`config.mk`:
```
export PLATFORM = sky130hd
export DESIGN_NAME = serial_cfg_tx
export DESIGN_NICKNAME = d
export VERILOG_FILES = /design/src/rtl/serial_cfg_pkg.sv /design/src/rtl/serial_cfg_phase_timer.sv /design/src/rtl/serial_cfg_tx.sv
export SDC_FILE = /design/constraint.sdc
export NUM_CORES = 1
export LEC_CHECK = 0
export ABC_AREA = 1
export CORE_MARGIN = 3
export CORE_UTILIZATION = 61
export CTS_CLUSTER_DIAMETER = 30
export DETAILED_ROUTE_END_ITERATION = 7
export DONT_BUFFER_PORTS = 1
export GPL_TIMING_DRIVEN = 0
export PLACE_DENSITY = 0.89
export SLEW_MARGIN = 20
export SYNTH_ARGS = -nofsm -noshare
export SYNTH_HDL_FRONTEND = slang
export SYNTH_HIERARCHICAL = 1
export SYNTH_SLANG_ARGS = --single-unit
```
`constraint.sdc`:
```
create_clock -name CLK -period 2.4 [get_ports CLK]
set_input_delay 0.6 -clock CLK [delete_from_list [all_inputs] [get_ports CLK]]
set_output_delay 0.6 -clock CLK [all_outputs]
set_load 0.02 [all_outputs]
```
`src/rtl/serial_cfg_pkg.sv`:
```
// serial_cfg_pkg
//   Shared definitions for the serial configuration-chain writer:
//   - 3-bit state encodings for the transmit FSM
//   - default transfer width and SCLK divider
//   - cnt_width(): counter sizing helper ($clog2 with a floor of 1 bit)
package serial_cfg_pkg;

  typedef logic [2:0] state_t;

  localparam state_t ST_IDLE  = 3'd0;
  localparam state_t ST_SETUP = 3'd1;
  localparam state_t ST_HIGH  = 3'd2;
  localparam state_t ST_LOAD  = 3'd3;
  localparam state_t ST_FIN   = 3'd4;

  localparam int DEFAULT_WIDTH  = 16;
  localparam int DEFAULT_CLKDIV = 2;

  // Bits needed to index/count n distinct values; never returns 0 so that
  // degenerate parameter values still give a legal vector.
  function automatic int cnt_width(input int n);
    if (n <= 2) return 1;
    return $clog2(n);
  endfunction

endpackage

```
`src/rtl/serial_cfg_phase_timer.sv`:
```
// serial_cfg_phase_timer
//   Loadable down-counter that times one SCLK phase. After a load, and for
//   as long as enable stays high, phase_end pulses for one cycle every
//   CLKDIV cycles; the counter reloads itself on each tick.
// Ports:
//   CLK        system clock
//   RESET      asynchronous active-low reset
//   load       restart the phase count (start of a transfer)
//   enable     count while a timed phase is running
//   phase_end  one-cycle tick on the last cycle of a phase
module serial_cfg_phase_timer
  import serial_cfg_pkg::*;
#(
  parameter int CLKDIV = DEFAULT_CLKDIV
) (
  input  logic CLK,
  input  logic RESET,
  input  logic load,
  input  logic enable,
  output logic phase_end
);

  localparam int PW = cnt_width(CLKDIV + 1);
  localparam logic [PW-1:0] RELOAD = PW'(CLKDIV);
  localparam logic [PW-1:0] ONE    = PW'(1);

  logic [PW-1:0] cnt;

  // Count runs CLKDIV..1; reaching 1 marks the final cycle of the phase and
  // the next phase starts from CLKDIV again without any idle cycle.
  always_ff @(posedge CLK or negedge RESET) begin
    if (!RESET) begin
      cnt <= '0;
    end else if (load) begin
      cnt <= RELOAD;
    end else if (enable) begin
      cnt <= (cnt == ONE) ? RELOAD : cnt - ONE;
    end
  end

  assign phase_end = enable && (cnt == ONE);

endmodule

```
`src/rtl/serial_cfg_tx.sv`:
```
// serial_cfg_tx
//   Writes a WIDTH-bit configuration word, MSB first, into an external
//   serial shift chain and then pulses the chain's shadow-load strobe.
//   Every SCLK phase lasts CLKDIV system clocks; SDATA changes together
//   with the SCLK fall so it is stable a full phase around each rise.
// Ports:
//   CLK    system clock
//   RESET  asynchronous active-low reset
//   START  transfer request, sampled while idle
//   DATA   word to send, captured when START is accepted
//   BUSY   transfer in progress
//   DONE   one-cycle completion pulse
//   SCLK   serial clock to the chain (chain captures on rise)
//   SDATA  serial data to the chain
//   SLOAD  shadow-load strobe to the chain
module serial_cfg_tx
  import serial_cfg_pkg::*;
#(
  parameter int WIDTH  = DEFAULT_WIDTH,
  parameter int CLKDIV = DEFAULT_CLKDIV
) (
  input  logic             CLK,
  input  logic             RESET,
  input  logic             START,
  input  logic [WIDTH-1:0] DATA,
  output logic             BUSY,
  output logic             DONE,
  output logic             SCLK,
  output logic             SDATA,
  output logic             SLOAD
);

  localparam int BW = cnt_width(WIDTH);
  localparam logic [BW-1:0] LAST_BIT = BW'(WIDTH - 1);

  state_t state;
  state_t state_nxt;

  logic [WIDTH-1:0] shift_reg;
  logic [WIDTH-1:0] shift_nxt;
  logic [BW-1:0]    bit_cnt;
  logic [BW-1:0]    bit_nxt;

  logic busy_nxt;
  logic done_nxt;
  logic sclk_nxt;
  logic sdata_nxt;
  logic sload_nxt;

  logic accept;
  logic timer_en;
  logic phase_end;

  assign accept   = (state == ST_IDLE) && START;
  assign timer_en = (state == ST_SETUP) || (state == ST_HIGH) || (state == ST_LOAD);

  serial_cfg_phase_timer #(
    .CLKDIV (CLKDIV)
  ) u_timer (
    .CLK       (CLK),
    .RESET     (RESET),
    .load      (accept),
    .enable    (timer_en),
    .phase_end (phase_end)
  );

  // State register
  always_ff @(posedge CLK or negedge RESET) begin
    if (!RESET) begin
      state <= ST_IDLE;
    end else begin
      state <= state_nxt;
    end
  end

  // Next-state logic; FIN always lasts exactly one cycle, which is what
  // leaves one IDLE cycle between back-to-back transfers.
  always_comb begin
    state_nxt = state;
    case (state)
      ST_IDLE:  if (START)     state_nxt = ST_SETUP;
      ST_SETUP: if (phase_end) state_nxt = ST_HIGH;
      ST_HIGH:  if (phase_end) state_nxt = (bit_cnt == '0) ? ST_LOAD : ST_SETUP;
      ST_LOAD:  if (phase_end) state_nxt = ST_FIN;
      ST_FIN:                  state_nxt = ST_IDLE;
      default:                 state_nxt = ST_IDLE;
    endcase
  end

  // Next values of the registered outputs and datapath. The next bit is
  // taken from shift_reg[WIDTH-2] on the SCLK fall so that SDATA updates on
  // the same edge the chain stops looking at it.
  always_comb begin
    busy_nxt  = BUSY;
    done_nxt  = 1'b0;
    sclk_nxt  = SCLK;
    sdata_nxt = SDATA;
    sload_nxt = SLOAD;
    shift_nxt = shift_reg;
    bit_nxt   = bit_cnt;
    case (state)
      ST_IDLE: begin
        if (START) begin
          shift_nxt = DATA;
          sdata_nxt = DATA[WIDTH-1];
          busy_nxt  = 1'b1;
          sclk_nxt  = 1'b0;
          bit_nxt   = LAST_BIT;
        end
      end
      ST_SETUP: begin
        if (phase_end) sclk_nxt = 1'b1;
      end
      ST_HIGH: begin
        if (phase_end) begin
          sclk_nxt = 1'b0;
          if (bit_cnt != '0) begin
            shift_nxt = {shift_reg[WIDTH-2:0], 1'b0};
            sdata_nxt = shift_reg[WIDTH-2];
            bit_nxt   = bit_cnt - BW'(1);
          end else begin
            sdata_nxt = 1'b0;
            sload_nxt = 1'b1;
          end
        end
      end
      ST_LOAD: begin
        if (phase_end) begin
          sload_nxt = 1'b0;
          busy_nxt  = 1'b0;
          done_nxt  = 1'b1;
        end
      end
      default: begin
        done_nxt = 1'b0;
      end
    endcase
  end

  // Output and datapath registers; a mid-transfer reset drops every strobe
  // at once so the chain never sees SLOAD for a partial word.
  always_ff @(posedge CLK or negedge RESET) begin
    if (!RESET) begin
      BUSY      <= 1'b0;
      DONE      <= 1'b0;
      SCLK      <= 1'b0;
      SDATA     <= 1'b0;
      SLOAD     <= 1'b0;
      shift_reg <= '0;
      bit_cnt   <= '0;
    end else begin
      BUSY      <= busy_nxt;
      DONE      <= done_nxt;
      SCLK      <= sclk_nxt;
      SDATA     <= sdata_nxt;
      SLOAD     <= sload_nxt;
      shift_reg <= shift_nxt;
      bit_cnt   <= bit_nxt;
    end
  end

endmodule

```
==> summary.md <==
| Metric | Value |
|---|---|
| CTS Buffer Depth | `2` |
| Diodes inserted | `0` |
| Number of flip-flops in the largest register | `15` |
| Comb power frac | `between 50% and 60%` |
| Synth Area in Compound Gates | `between 2 and 2.5%` |
| CTS tree | `yes` |
| Mux contribution to synthesized area | `0%` |
| Via Count | `roughly 1400` |
| Fin. Hold Viols | `0` |
| Hold Path Class | `in -> async` |
| Flop pwr share | `approximately a third` |
| Top sig layer | `met4` |
| Clock Tree Root | `clkbuf_4` |
| Clock tree sinks | `29` |
| Kind of critical path | `reg -> reg` |
| Switching Share | `between 40% and 50%` |
| Core Rows | `18` |
| Leakage | `~0.00097 µW` |
| Post-synthesis adder-cell area fraction | `~1.5%` |
| Buf/Inv on CP | `5` |
| Clock skew | `around 9.7 ps` |
| Clk pwr share | `between 10 and 15%` |
| Crit Path Max Fanout | `10` |
| CTS resizes | `0` |
| Pwr dens | `1570 mW/mm²` |
| Pin count of the biggest net entering global routing | `30` |
| Post-Syn Nets | `roughly 240` |
| Fin Setup TNS | `0 ps` |
| Post-Synth Simple-Gate Area | `42.4%` |
| First-pass GRT wire length | `between 5 and 6 mm` |
| Max Clk Rate | `around 510 MHz` |
| Worst setup EP type | `flop` |
| Wirelength, routed | `between 3 and 4 mm` |
| Worst-Margin Slew | `about 450 ps` |
| Max incr delay on CP | `~370 ps` |
| WL met3 | `198 µm` |
| Outcome | `completed` |
| Initial antenna violation count | `0` |
| Core Box Area | `approximately 0.0025 mm²` |
| RSZ-0062 raised after global routing | `false` |
| WL met1 | `about 1.5 mm` |
| Vias per inst | `~5.3` |
| Slew Viols, Final | `0` |
| Fin crit period | `~2000 ps` |
| Final setup fails | `0` |
| Yosys reg bits | `29` |
| Post-DP HPWL | `between 2 and 2.5 mm` |
| Synth unique cells | `24` |
| Largest family of logic cells by synthesized area | `simple AND/OR/NAND/NOR gates` |
| Placer Congestion | `0.792` |
| Starting Density | `between 60% and 70%` |
| Top-area cell type share of the netlist area | `roughly 45%` |
| CP required | `around 2600 ps` |
| Total gr overflow | `0` |
| Yosys top cell by area | `dfrtp_1` |
| Fin crit share | `~80%` |
| Area Overhead vs Synth | `6.93%` |
| Clk pin slew, worst setup/hold paths | `90 ps` |
| Mapped Cells | `about 220` |
| Htree depth | `2` |
| Synth Warn # | `6` |
| 1st-pass router iterations | `5` |
| Metal2 WL | `around 1.4 mm` |
| Worst path arrival time | `around 2200 ps` |
| WL/cell | `12.5 µm` |
| Placed insts | `251` |
| Critical-path cell list | `inv_1 > a21oi_1 > inv_1 > nor3_2 > inv_1 > nand3_2 > nand2_2 > inv_2 > nand2_4 > buf_6 > nand2_1 > nand2_1` |
| Tot GR Track Use | `22.1%` |
| Sw power | `approximately 1300 µW` |
| Max-Slew Margin vs Limit | `between 70% and 80%` |
| Die height | `57.6 µm` |
| Layout cells sized above 1 | `approximately an eighth` |
| Mapped Avg Cell Area | `7.35 µm²` |
| Worst skew pair latency | `around 330 ps` |
| VDD IR max | `between 900 and 1000 µV` |
| Crit-path most repeated cell | `inv_1` |
| Residual DRC count | `0` |
| TritonCTS buffer count | `5` |
| Seq/Total Area, Yosys | `44.6%` |
| Synth top area cells | `dfrtp_1, nand2_1, nand3_1` |
| Port bufs | `0` |
| Max-cap violations | `0` |
| Die X | `just under 60 µm` |
| Initial DRC Count | `between 70 and 80` |
| Nets | `250` |
| Number of global-route vias before repair | `1196` |
| Syn Std Cell Area | `about 0.0016 mm²` |
| Int Power | `~1400 µW` |
| Crit-path slowest cell | `dfrtp_1` |
| Delay-heaviest family, CP | `buffers and inverters` |
| XOR/XNOR Fraction of Synth Area | `less than 1%` |
| IO Pins | `24` |
| Die ar. | `approximately 0.0033 mm²` |
| Startpoint types | `flop` |
| Finished Layout Cells | `between 200 and 300` |
| Final antenna-violating net count | `0` |
## cells by family (layout without fill, tap and decap cells)
kind of cell,count (synthesis),in the layout
AO/OA/AOI/OAI,6,6
XOR/XNOR,1,1
adder cells (fa/ha/maj),2,2
buffers and inverters,25,33
flip-flops,29,29
AND/OR/NAND/NOR,158,158
## layer usage
layer | GRT usage, % | up-vias
li1 | - | 712
met1 | 32.4 | 613
met2 | 29.7 | 40
met3 | 7.57 | 6
met4 | 9.27 | 0
met5 | 0 | -
## cells in the final DEF, fill, tap and decap left out, drive strengths merged
| cell type | count |
|---|---|
| nand4 | 1 |
| nor3 | 2 |
| a21oi | 2 |
| nand3 | 41 |
| nor2 | 15 |
| xnor2 | 1 |
| ha | 2 |
| dfrtp | 29 |
| o22ai | 1 |
| nand2 | 99 |
| buf | 10 |
| o21ai | 3 |
| inv | 15 |
| clkbuf | 8 |
## metrics by stage
stage          utilization [%]  worst slack [ps]  power [µW]  instance area, µm²  hold WS (ps)
2_1_floorplan                -               774        2130                1630           304
3_3_place_gp              66.5               552        2370                1660           305
3_5_place_dp              66.5               500        2410                1660           305
4_1_cts                   69.5               445        2740                1740          82.1
5_1_grt                   69.5               208        3010                1740          76.7
6_report                  69.5               423        2730                1740          77.5
## area by class of cell
type / count / area (µm²)
Clock buffer: 7 / 55.1
Buffer: 10 / 85.1
Tap cell: 30 / 37.5
Multi-Input combinational cell: 167 / 758
Fill cell: 199 / 762
Sequential cell: 29 / 726
Timing Repair Buffer: 1 / 20.0
Inverter: 15 / 56.3
## power by group through the flow
stage	registers (µW)	logic (µW)	clock network (µW)
after CTS	916	1520	302
final	916	1520	294
after global placement	916	1460	0
after floorplan	885	1240	0
after global routing	941	1740	322
after detailed placement	922	1490	0
## final timing paths
check,from,to,slack [ps],depth (start not counted)
min in group CLK,shift_reg[4],shift_reg[4],480,2
worst min-delay path,RESET,bit_cnt[2],80,1
max in group asynchronous,RESET,shift_reg[3],2140,1
worst min register to register,shift_reg[4],shift_reg[4],480,2
worst max register to register,state[1],bit_cnt[3],420,12
worst max-delay path,state[1],bit_cnt[3],420,12
## Yosys cell counts, drive strengths merged
library cell  instances
a21oi                 2
nand3                41
inv                  15
nand2                99
ha                    2
dfrtp                29
xnor2                 1
nand4                 1
o22ai                 1
clkbuf                1
nor3                  2
buf                   9
nor2                 15
o21ai                 3
## repair_timing
item | 4_1_cts | 5_1_grt
hold endpoints to repair | 29 | 0
buffers inserted | 0 | 0
hold buffers | 1 | 0
Power figures use the tool's default switching activity.
